$ cat src/rtl/fetch_unit.sv
// fetch_unit: RV64 fetch stage owning the PC, IF/ID register and end-of-memory halt.
// Define FETCH_PERF_COUNT_EN to add the fetch_count/bubble_count performance counters.
module fetch_unit #(
    parameter logic [63:0] RESET_PC  = 64'h0,
    parameter int          MEM_BYTES = 16
) (
    input  logic        clk,
    input  logic        reset,
    output logic [63:0] inst_address,
    input  logic [31:0] instruction,
    input  logic        stall,
    input  logic        redirect,
    input  logic [63:0] redirect_target,
    output logic [31:0] out_instruction,
    output logic [63:0] out_pc,
    output logic        out_valid,
    output logic        halted
`ifdef FETCH_PERF_COUNT_EN
    ,
    output logic [63:0] fetch_count,
    output logic [63:0] bubble_count
`endif
);
    localparam logic [31:0] NOP     = 32'h0000_0013;
    localparam logic [63:0] LAST_PC = 64'(MEM_BYTES) - 64'd4;

    typedef enum logic {RUN, HALT} state_t;

    state_t      state, state_n;
    logic [63:0] pc, pc_n, out_pc_n;
    logic [31:0] out_instruction_n;
    logic        out_valid_n, legal, fetch_inc, bubble_inc;

    assign inst_address = pc;
    assign halted       = (state == HALT);
    // Upper-bound check written as pc <= MEM_BYTES-4 so pc near 2^64 cannot wrap into range.
    assign legal        = (pc[1:0] == 2'b00) && (pc <= LAST_PC);
    assign bubble_inc   = (state == RUN) && redirect;
    assign fetch_inc    = (state == RUN) && !redirect && !stall && legal;

    always_comb begin
        state_n           = state;
        pc_n              = pc;
        out_pc_n          = out_pc;
        out_instruction_n = out_instruction;
        out_valid_n       = (state == RUN) ? out_valid : 1'b0;
        if (bubble_inc) begin
            pc_n              = redirect_target;
            out_valid_n       = 1'b0;
            out_instruction_n = NOP;
        end else if (fetch_inc) begin
            pc_n              = pc + 64'd4;
            out_pc_n          = pc;
            out_instruction_n = instruction;
            out_valid_n       = 1'b1;
        end else if (state == RUN && !stall) begin
            state_n     = HALT;
            out_valid_n = 1'b0;
        end
    end

    always_ff @(posedge clk or posedge reset) begin
        if (reset) begin
            state           <= RUN;
            pc              <= RESET_PC;
            out_pc          <= 64'd0;
            out_instruction <= NOP;
            out_valid       <= 1'b0;
        end else begin
            state           <= state_n;
            pc              <= pc_n;
            out_pc          <= out_pc_n;
            out_instruction <= out_instruction_n;
            out_valid       <= out_valid_n;
        end
    end

`ifdef FETCH_PERF_COUNT_EN
    always_ff @(posedge clk or posedge reset) begin
        if (reset) begin
            fetch_count  <= 64'd0;
            bubble_count <= 64'd0;
        end else begin
            fetch_count  <= fetch_count + 64'(fetch_inc);
            bubble_count <= bubble_count + 64'(bubble_inc);
        end
    end
`endif
endmodule
$ cat config.mk
export PLATFORM = sky130hd
export DESIGN_NAME = fetch_unit
export DESIGN_NICKNAME = d
export VERILOG_FILES = /design/src/rtl/fetch_unit.sv
export SDC_FILE = /design/constraint.sdc
export NUM_CORES = 1
export LEC_CHECK = 0
export ABC_AREA = 0
export CAP_MARGIN = 20
export CORE_MARGIN = 5
export CORE_UTILIZATION = 47
export CTS_BUF_LIST = sky130_fd_sc_hd__clkbuf_8
export CTS_CLUSTER_DIAMETER = 200
export DETAILED_ROUTE_END_ITERATION = 10
export PLACE_DENSITY_LB_ADDON = 0.12
export SYNTH_ARGS = -nofsm -noshare
export SYNTH_HDL_FRONTEND = slang
export SYNTH_SLANG_ARGS = --single-unit
$ cat constraint.sdc
create_clock -name clk -period 14.6 [get_ports clk]
set_input_delay 2.92 -clock clk [delete_from_list [all_inputs] [get_ports clk]]
set_output_delay 2.92 -clock clk [all_outputs]
set_load 0.02 [all_outputs]
### Word level (Yosys, flattened, before mapping)

Cells that the tools add are included.

| storage, ports and cells | value |
|---|---|
| input bits | 100 |
| register bits after elaboration | 162 |

| operators by class | value |
|---|---|
| order comparisons | 1 |
| multiplexer cells | 8 |
| add/sub/neg operators | 1 |
| bitwise operators | 3 |
| reduce and logical (&&, ||, !) cells | 13 |

Operators by type and width:

| operator | count |
|---|---|
| 64-bit 2-to-1 mux | 2 |
| 64-bit by 3-bit adder with 64-bit output, second input constant | 1 |
| 64-bit by 4-bit less-or-equal comparator with 1-bit output, second input constant | 1 |
| 32-bit 2-to-1 mux | 2 |
| 1-bit logical AND | 6 |
| 1-bit 2-to-1 mux | 4 |
| 4-bit nonzero test | 1 |
| 1-bit inverter | 3 |
| 3-bit AND reduction | 1 |
| 1-bit zero test | 2 |
| 2-bit zero test | 1 |
| 2-bit AND reduction | 1 |
| 2-bit nonzero test | 1 |

### Logic depth before layout (Yosys ltp)

Gate-level depths: netlist of run 1.

| depth | value |
|---|---|
| depth after elaboration | 6 |
| depth in mapped cells | 6 |

### Least setup slack after synthesis of run 1

OpenSTA, ideal clock, no wires.

| timing path | value |
|---|---|
| kind | input to register |
| from | in stall |
| to | reg pc[3], in the netlist inst_address[3] |
| cell stages on the path | 6 |
| path slack | 10419 ps |
| path buffers | 1 |
| library setup time | 126 ps |
| arrival | 4055 ps |
| cells stage by stage | nor4_1 > nand4_1 > nor3_4 > nand2_4 > buf_6 > a311o_1 |

| on the way | value |
|---|---|
| longest elaborated chain between the ends | 4 |

RTL lines:

| element | RTL line | text |
|---|---|---|
| start: declaration | 11 | `input logic stall,` |
| 1-bit zero test | 39 | `assign fetch_inc = (state == RUN) && !redirect && !stall && legal;` |
| 1-bit logical AND (2 in series) | 39 |  |
| 2-bit nonzero test (no source line) | n/a |  |
| end signal: assignment | 71 | `pc <= pc_n;` |
| end: declaration | 30 | `logic [63:0] pc, pc_n, out_pc_n;` |

Every way passes these cells.
A chain may end at the register's enable or synchronous reset.

### Final worst setup path of run 1

| timing path | value |
|---|---|
| from | in redirect |
| to | reg pc[3], in the netlist inst_address[3] |

| on the way | value |
|---|---|
| longest elaborated chain between the ends | 5 |
| elaborated cells between the ends (all ways) | 7 |
| those cells by class | mux (1); reduce/logical (6) |

RTL lines:

| element | RTL line | text |
|---|---|---|
| start: declaration | 12 | `input logic redirect,` |
| 1-bit zero test | 39 |  |
| 1-bit logical AND (3 in series) | 39 |  |
| 2-bit nonzero test (no source line) | n/a |  |

Several ways; a longest one is shown, not always the timed one.

==> impl_metrics.json, run 1 <==
{
  "status": "complete, no violations",
  "initialDrtViolationCount": 353,
  "placedCellCount": 954,
  "cp.arrival_ns": 5.95,
  "finalCriticalPeriod_ns": 5.61,
  "crit_start": "redirect",
  "maxCapViolCount": 0,
  "worstReg2RegStart": "inst_address[16]$_DFFE_PP0P_",
  "clock_sinks": 162,
  "io_pins": 262,
  "via_per_inst": 5.02,
  "synth_top_area_cell": "dfrtp_1",
  "hpwl_um": 12800,
  "dieArea_um2": 15300,
  "die_h_um": 124,
  "grt_max_degree": 101,
  "synth_seq_cells": 162,
  "postCtsResizedCells": 0,
  "timing.fmax_mhz": 178,
  "antenna_found_initial": 1,
  "numCtsBuffers": 17,
  "synth_cells": 552,
  "cts_root_buf": "clkbuf_8",
  "cts.hold.buffers_added": 0,
  "grt_pass1_vias": 5114,
  "core_area_um2": 12600,
  "criticalPathCategory": "primary input to flop",
  "gp_congestion": 0.790,
  "vias": 4953,
  "start_kind": "primary input",
  "crit_path_max_fanout": 100,
  "combPwrFrac_pct": 21.1,
  "drt-total-wl_um": 17900,
  "p_switching_mw": 0.311,
  "yosys_warnings": 0,
  "tns_ns": 0,
  "postCtsSetupBuffers": 0,
  "cts.path.max_buffers": 2,
  "drtAntennaViolNets": 0,
  "rows": 41,
  "fin_util_pct": 72.8,
  "cts_tree": "yes",
  "min-delay-path-class": "flop to flop",
  "setup_violations": 0,
  "overflow": 0,
  "antenna_cells": 0,
  "rsz0062_at_grt": "false",
  "drtPass1Iterations": 5,
  "p_leak_nw": 4.53,
  "ys_types": 31,
  "powerDensity_nw_per_um2": 118,
  "area_delta_synth_final_pct": 51.8,
  "worstPathRequired_ns": 14.94,
  "maxSlewHeadroom_pct": 29.9,
  "worst_slew_pin_slew_ns": 1.05,
  "power.total_mw": 1.09,
  "fillerInstances": 952,
  "synth_top_area_share_pct": 65.7,
  "portBuffers": 261,
  "ir_drop_mv": 0.0840,
  "clkPwrFrac_pct": 30.5,
  "fin_nets": 902,
  "dieWidth_um": 124,
  "cellInternalPower_mw": 0.776,
  "grt_use_total_pct": 24.3,
  "syn_area_per_cell_um2": 11.0,
  "switching_share_pct": 28.6,
  "drc": 0,
  "htreeDepth": 4,
  "clk_latency_ns": 0.46,
  "synth_nets": 653,
  "clk_pin_slew_worst_paths_ns": 0.08,
  "drv_slew": 0,
  "drive_above_1_share_pct": 8.85,
  "min-delay-start": "out_pc[27]$_DFFE_PP0P_",
  "wl_per_cell_um": 18.1,
  "ys_seq_area_share_pct": 67.0,
  "pwr-share-seq_pct": 48.4,
  "netlist_area_um2": 6050,
  "grt_pass1_wl_um": 28000,
  "fin_crit_sh_pct": 38.4,
  "hold_viol": 0,
  "stdcell_count": 986,
  "cp-end-kind": "flop",
  "initial_utilization_pct": 48.0,
  "synth.area.top_cells": "dfrtp_1 (66%), nand2_1 (12%), and2_1 (6.5%)",
  "skew_ns": 0.0105
}
## kinds of logic after synthesis
kind of cell,after synthesis,synth area share (%)
AND/OR/NAND/NOR,312,24.5
flip-flops,162,67.0
buffers and inverters,37,2.48
AO/OA/AOI/OAI,35,4.94
multiplexers,5,0.868
adder cells (fa/ha/maj),1,0.207
## cells in the mapped netlist (all sizes together)
library cell,instances
a311o,1
a2bb2oi,1
a31oi,1
a21oi,1
mux2,2
ha,1
nor3,2
nand2b,1
nor2b,1
or2,1
nand4,3
nor4,15
o211ai,1
a31o,29
dfrtp,159
clkbuf,27
nand3,2
and3,30
dfstp,3
and2,63
a21o,1
nor2,7
inv,4
buf,6
mux2i,3
nand2,187
## cells in the final DEF (no fill, tap or decap)
cell / synthesis / final
nand3_1: 2 / 2
and3_1: 30 / 30
bufinv_16: 0 / 2
inv_1: 4 / 4
ha_1: 1 / 1
nand2_4: 1 / 1
nand2b_4: 0 / 1
dfstp_2: 3 / 3
a2bb2oi_1: 1 / 1
dfrtp_1: 159 / 159
buf_4: 0 / 2
mux2i_1: 3 / 3
nor2b_4: 0 / 1
clkinv_4: 0 / 2
nor2_1: 6 / 6
clkbuf_8: 0 / 22
a21oi_1: 1 / 1
mux2_1: 2 / 2
nor2_2: 1 / 1
a311o_1: 1 / 1
nor3_1: 1 / 1
nor3_4: 1 / 1
a31o_2: 29 / 29
o211ai_1: 1 / 1
a31oi_1: 1 / 1
clkinv_2: 0 / 5
or2_2: 1 / 1
and2_1: 63 / 63
a21o_1: 1 / 1
inv_6: 0 / 1
clkdlybuf4s50_1: 0 / 261
nand2_1: 186 / 186
nand4_1: 3 / 3
nor4_1: 15 / 15
## power groups by stage
stage	Clock, mW	Sequential [mW]	Combinational (mW)
after global placement	0	0.531	0.228
final	0.331	0.526	0.229
after detailed placement	0	0.535	0.231
after floorplan	0	0.580	0.0440
after global routing	0.358	0.533	0.245
after CTS	0.337	0.526	0.232
## stage by stage
stage | instance area, um2 | hold slack, ns | setup WS, ns
2_1_floorplan | 6050 | 0.558 | 7.31
3_3_place_gp | 8780 | 0.468 | 8.70
3_5_place_dp | 8780 | 0.470 | 8.54
4_1_cts | 9190 | 0.492 | 9.03
5_1_grt | 9190 | 0.512 | 8.70
6_report | 9190 | 0.484 | 8.99
## layer usage
| metal | track usage, % | routed length, um |
|---|---|---|
| met5 | 0 | 18 |
| met4 | 9.76 | 486 |
| met3 | 10.4 | 1910 |
| met2 | 37.5 | 8460 |
| met1 | 30.3 | 6990 |
## worst max-delay path: stages
cell             delay, ns
clkdlybuf4s50_1       0.50
nor2_1                0.19
nand4_1               0.11
nor2_2                0.84
nand2_4               0.76
a311o_1               0.58
## registers in the layout (all words and copies together) (netlist names)
name             cells
inst_address        64
out_pc              64
out_instruction     32
halted               1
out_valid            1
## layout make-up
class | count | area [um2] | area share, %
repair buffers | 263 | 2630 | 28.6
clock buffers | 22 | 303 | 3.29
well taps | 172 | 215 | 2.34
inverters | 4 | 20.0 | 0.218
flip-flops and latches | 162 | 4060 | 44.1
clock inverters | 10 | 106 | 1.16
multi-input cells | 353 | 1860 | 20.3
## final timing paths
path                                             endpoint  slack, ns  depth (start not counted)
hold / removal                     out_pc[27]$_DFFE_PP0P_       0.48                          1
setup / recovery              inst_address[3]$_DFFE_PP0P_       8.99                          6
setup reg to reg              inst_address[3]$_DFFE_PP0P_      11.21                          5
max in group asynchronous  out_instruction[6]$_DFFE_PP0P_      10.21                          3
min in group asynchronous          out_pc[47]$_DFFE_PP0P_       3.04                          2
hold reg to reg                    out_pc[27]$_DFFE_PP0P_       0.48                          1
(Power assumes the default switching activity.)
==> run 2: changes to the inputs <==
- CORE_UTILIZATION: 47 -> 44
- clock period: 14.6 -> 5.5 ns (I/O delays scaled with it)
==> run 2 against run 1 <==
Net effect: combinational power rose to 2.6 times the previous value; global-route usage fell by 2.2 points; clock skew increased by 0.0037 ns; die area grew 6.3%; register-to-register slack got worse by 9.1 ns; via count shrank 0.55%; count of clock-buffer cells in the layout fell by 1; non-clock buffer count increased by 2; sequential power grew to 2.7 times the previous value.
==> impl_metrics.json, run 2 (same netlist as run 1, synthesis figures left out) <==
{
  "hpwl_um": 12600,
  "cts_root_buf": "clkbuf_8",
  "portBuffers": 261,
  "whs_ns": 0.489,
  "drv_slew": 0,
  "gp_congestion": 0.836,
  "cp.arrival_ns": 4.16,
  "drtAntennaViolNets": 0,
  "postCtsResizedCells": 0,
  "cts_tree": "yes",
  "cts.hold.buffers_added": 0,
  "fin_crit_sh_pct": 69.8,
  "fillerInstances": 1034,
  "fin_nets": 904,
  "criticalPathCategory": "primary input to flop",
  "io_pins": 262,
  "rsz0062_at_grt": "false",
  "ir_drop_mv": 0.208,
  "overflow": 0,
  "p_leak_nw": 4.53,
  "fin_util_pct": 69.1,
  "dieWidth_um": 127,
  "timing.fmax_mhz": 260,
  "worst_slew_pin_slew_ns": 1.04,
  "skew_ns": 0.0142,
  "setup_violations": 0,
  "core_area_um2": 13300,
  "crit_path_max_fanout": 100,
  "worstPathRequired_ns": 5.82,
  "finalCriticalPeriod_ns": 3.84,
  "drt-total-wl_um": 17600,
  "cp-end-kind": "flop",
  "placedCellCount": 960,
  "post-route-cell-area_um2": 9230,
  "worst_slack_ns": 1.66,
  "postCtsSetupBuffers": 0,
  "die_h_um": 127,
  "grt_max_degree": 101,
  "rows": 42,
  "grt_use_total_pct": 22.1,
  "placed_cell_area_um2": 8800,
  "place_worst_setup_slack_ns": 1.21,
  "numCtsBuffers": 17,
  "antenna_found_initial": 1,
  "initialDrtViolationCount": 284,
  "drive_above_1_share_pct": 8.95,
  "antenna_cells": 0,
  "dieArea_um2": 16200,
  "min-delay-path-class": "flop to flop",
  "grt_pass1_vias": 5115,
  "clock_sinks": 162,
  "cts.path.max_buffers": 2,
  "hold_viol": 0,
  "layout_commonest_cell": "clkdlybuf4s50_1",
  "clk_latency_ns": 0.44,
  "clk_pin_slew_worst_paths_ns": 0.08,
  "maxSlewHeadroom_pct": 30.8,
  "drtPass1Iterations": 4,
  "tns_ns": 0,
  "htreeDepth": 4,
  "maxCapViolCount": 0,
  "power.total_mw": 2.90,
  "stdcell_count": 992,
  "initial_utilization_pct": 45.4,
  "wl_per_cell_um": 17.8,
  "via_per_inst": 4.97,
  "final_cell_mix": "clkdlybuf4s50_1 (261), nand2_1 (186), dfrtp_1 (159)",
  "grt_pass1_wl_um": 27900,
  "start_kind": "primary input",
  "drc": 0,
  "powerDensity_nw_per_um2": 315,
  "vias": 4926,
  "status": "complete, no violations",
  "area_delta_synth_final_pct": 52.4
}
==> run 2: changes by cell type in the layout (fill, tap and decap cells not counted) <==
cell | before | now
clkbuf_8 | 22 | 21
clkinvlp_4 | 0 | 3
clkinv_4 | 2 | 0
buf_4 | 2 | 4
bufinv_16 | 2 | 3
inv_1 | 4 | 5
clkinv_2 | 5 | 3
==> run 2: final cells by class <==
class / instances / area [um2] / area share [%]
flip-flops and latches: 162 / 4060 / 44.0
multi-input cells: 353 / 1860 / 20.2
repair buffers: 265 / 2640 / 28.6
inverters: 4 / 20.0 / 0.217
clock inverters: 11 / 135 / 1.46
well taps: 176 / 220 / 2.39
clock buffers: 21 / 289 / 3.13
==> run 2: final timing paths <==
path / from / endpoint / slack, ns / cells after the start
setup / recovery: stall / inst_address[3]$_DFFE_PP0P_ / 1.66 / 6
hold / removal: out_pc[24]$_DFFE_PP0P_ / out_pc[24]$_DFFE_PP0P_ / 0.49 / 1
setup reg to reg: inst_address[61]$_DFFE_PP0P_ / inst_address[3]$_DFFE_PP0P_ / 2.14 / 5
hold reg to reg: out_pc[24]$_DFFE_PP0P_ / out_pc[24]$_DFFE_PP0P_ / 0.49 / 1
max in group asynchronous: reset / out_pc[9]$_DFFE_PP0P_ / 3.31 / 3
min in group asynchronous: reset / out_pc[57]$_DFFE_PP0P_ / 1.09 / 2
==> run 2: critical path: stages <==
cell	delay [ns]
clkdlybuf4s50_1	0.45
nor4_1	0.31
nand4_1	0.22
nor3_4	0.81
nand2_4	0.69
a311o_1	0.56
==> run 2: where the power goes <==
part / internal (mW) / switching, mW
Sequential: 1.30 / 0.0960
Combinational: 0.298 / 0.304
Clock: 0.492 / 0.411
==> run 2: routing by layer <==
layer	global-route usage, %	routed length (um)
met5	0	13
met3	7.97	1760
met2	36.1	8640
met4	7.26	221
met1	27.3	7000
==> run 3: changes to the inputs <==
- clock period: 5.5 -> 3.7 ns (I/O delays scaled with it)
==> run 3 against run 2 <==
Net effect: hold slack lost 0.0013 ns; critical path depth grew 1; flip-flop and latch count is the same; clock skew shrank 0.0026 ns; cell count grew 0.60%; sequential share of layout area shrank 0.50 points; highest routed layer is now met4.
==> impl_metrics.json, run 3 (same netlist as run 1, synthesis figures left out) <==
{
  "crit_chain": "clkdlybuf4s50_1, nor4_1, nand4_1, nor3_4, nand2_4, buf_4, and2_1",
  "critPathSlowestCell": "clkdlybuf4s50_1",
  "drv_slew": 0,
  "vias": 4934,
  "cts.hold.buffers_added": 0,
  "drt-total-wl_um": 17600,
  "via_per_inst": 4.94,
  "crit_buf_inv": 2,
  "hold_viol": 0,
  "cts_tree": "yes",
  "skew_ns": 0.0116,
  "crit_path_max_fanout": 67,
  "placedCellCount": 966,
  "clk_latency_ns": 0.45,
  "layout_commonest_cell": "clkdlybuf4s50_1",
  "criticalPathCategory": "primary input to flop",
  "tns_ns": 0,
  "hpwl_um": 13000,
  "fin_util_pct": 69.9,
  "cp.arrival_ns": 2.95,
  "rows": 42,
  "grt_use_total_pct": 22.5,
  "stdcell_count": 998,
  "dieWidth_um": 127,
  "htreeDepth": 4,
  "drtAntennaViolNets": 0,
  "initial_utilization_pct": 45.4,
  "worst_slack_ns": 1.08,
  "powerDensity_nw_per_um2": 473,
  "start_kind": "primary input",
  "antenna_cells": 0,
  "grt_max_degree": 68,
  "min-delay-path-class": "flop to flop",
  "fin_nets": 910,
  "cp-end-kind": "flop",
  "numCtsBuffers": 17,
  "final_cell_mix": "clkdlybuf4s50_1 (261), nand2_1 (186), dfrtp_1 (159)",
  "setup_violations": 0,
  "portBuffers": 261,
  "postCtsSetupBuffers": 0,
  "drive_above_1_share_pct": 9.61,
  "gp_congestion": 0.816,
  "finalCriticalPeriod_ns": 2.62,
  "cp_slowest_stage_delay_ns": 0.48,
  "post-route-cell-area_um2": 9330,
  "dieArea_um2": 16200,
  "overflow": 0,
  "p_leak_nw": 4.58,
  "ir_drop_mv": 0.398,
  "placed_cell_area_um2": 8870,
  "power.total_mw": 4.42,
  "clock_sinks": 162,
  "postCtsResizedCells": 0,
  "place_worst_setup_slack_ns": 0.624,
  "fin_crit_sh_pct": 70.7,
  "rsz0062_at_grt": "false",
  "io_pins": 262,
  "initialDrtViolationCount": 255,
  "whs_ns": 0.487,
  "maxSlewHeadroom_pct": 51.1,
  "timing.fmax_mhz": 382,
  "drtPass1Iterations": 6,
  "drc": 0,
  "cp_top_family": "simple AND/OR/NAND/NOR gates",
  "worstPathRequired_ns": 4.03,
  "worst_slew_pin_slew_ns": 0.733,
  "area_delta_synth_final_pct": 54.1,
  "grt_pass1_wl_um": 28400,
  "maxCapViolCount": 0,
  "status": "complete, no violations",
  "die_h_um": 127,
  "clk_pin_slew_worst_paths_ns": 0.08,
  "core_area_um2": 13300,
  "antenna_found_initial": 0,
  "cts.path.max_buffers": 2,
  "grt_pass1_vias": 5215,
  "cts_root_buf": "clkbuf_8",
  "wl_per_cell_um": 17.7
}
run 3: cell count changes in the layout (fill, tap and decap cells not counted), sizes merged:
cell      delta
clkbuf       -3
clkinv       +3
bufinv       +2
inv          -1
clkinvlp     -1
buf          +6
run 3: final cells by class:
type,count,area [um2]
timing repair buffer,271,2710
multi-input combinational,353,1860
clock buffer,18,248
inverter,4,18.8
fill,1012,4020
clock inverter,14,214
sequential,162,4060
tap,176,220
run 3: routing by layer:
layer	share of wire, %	GRT usage (%)	wire length (um)
met1	41	28.5	7150
met2	49	36.6	8650
met3	8.9	8.10	1570
met4	1.4	6.88	254
met5	0	0	0
run 3: where the power goes:
group          internal, mW  switching [mW]
clock network         0.819           0.619
logic                 0.446           0.455
registers              1.93           0.142
total                  3.20            1.22
run 3: worst paths after layout:
check / start / end / slack, ns / cells after the start
setup / recovery: stall / out_pc[19]$_DFFE_PP0P_ / 1.08 / 7
setup reg to reg: inst_address[16]$_DFFE_PP0P_ / out_pc[19]$_DFFE_PP0P_ / 1.18 / 6
hold reg to reg: out_pc[47]$_DFFE_PP0P_ / out_pc[47]$_DFFE_PP0P_ / 0.49 / 1
hold / removal: out_pc[47]$_DFFE_PP0P_ / out_pc[47]$_DFFE_PP0P_ / 0.49 / 1
max in group asynchronous: reset / out_instruction[4]$_DFFE_PP1P_ / 2.19 / 3
min in group asynchronous: reset / inst_address[9]$_DFFE_PP0P_ / 0.73 / 2
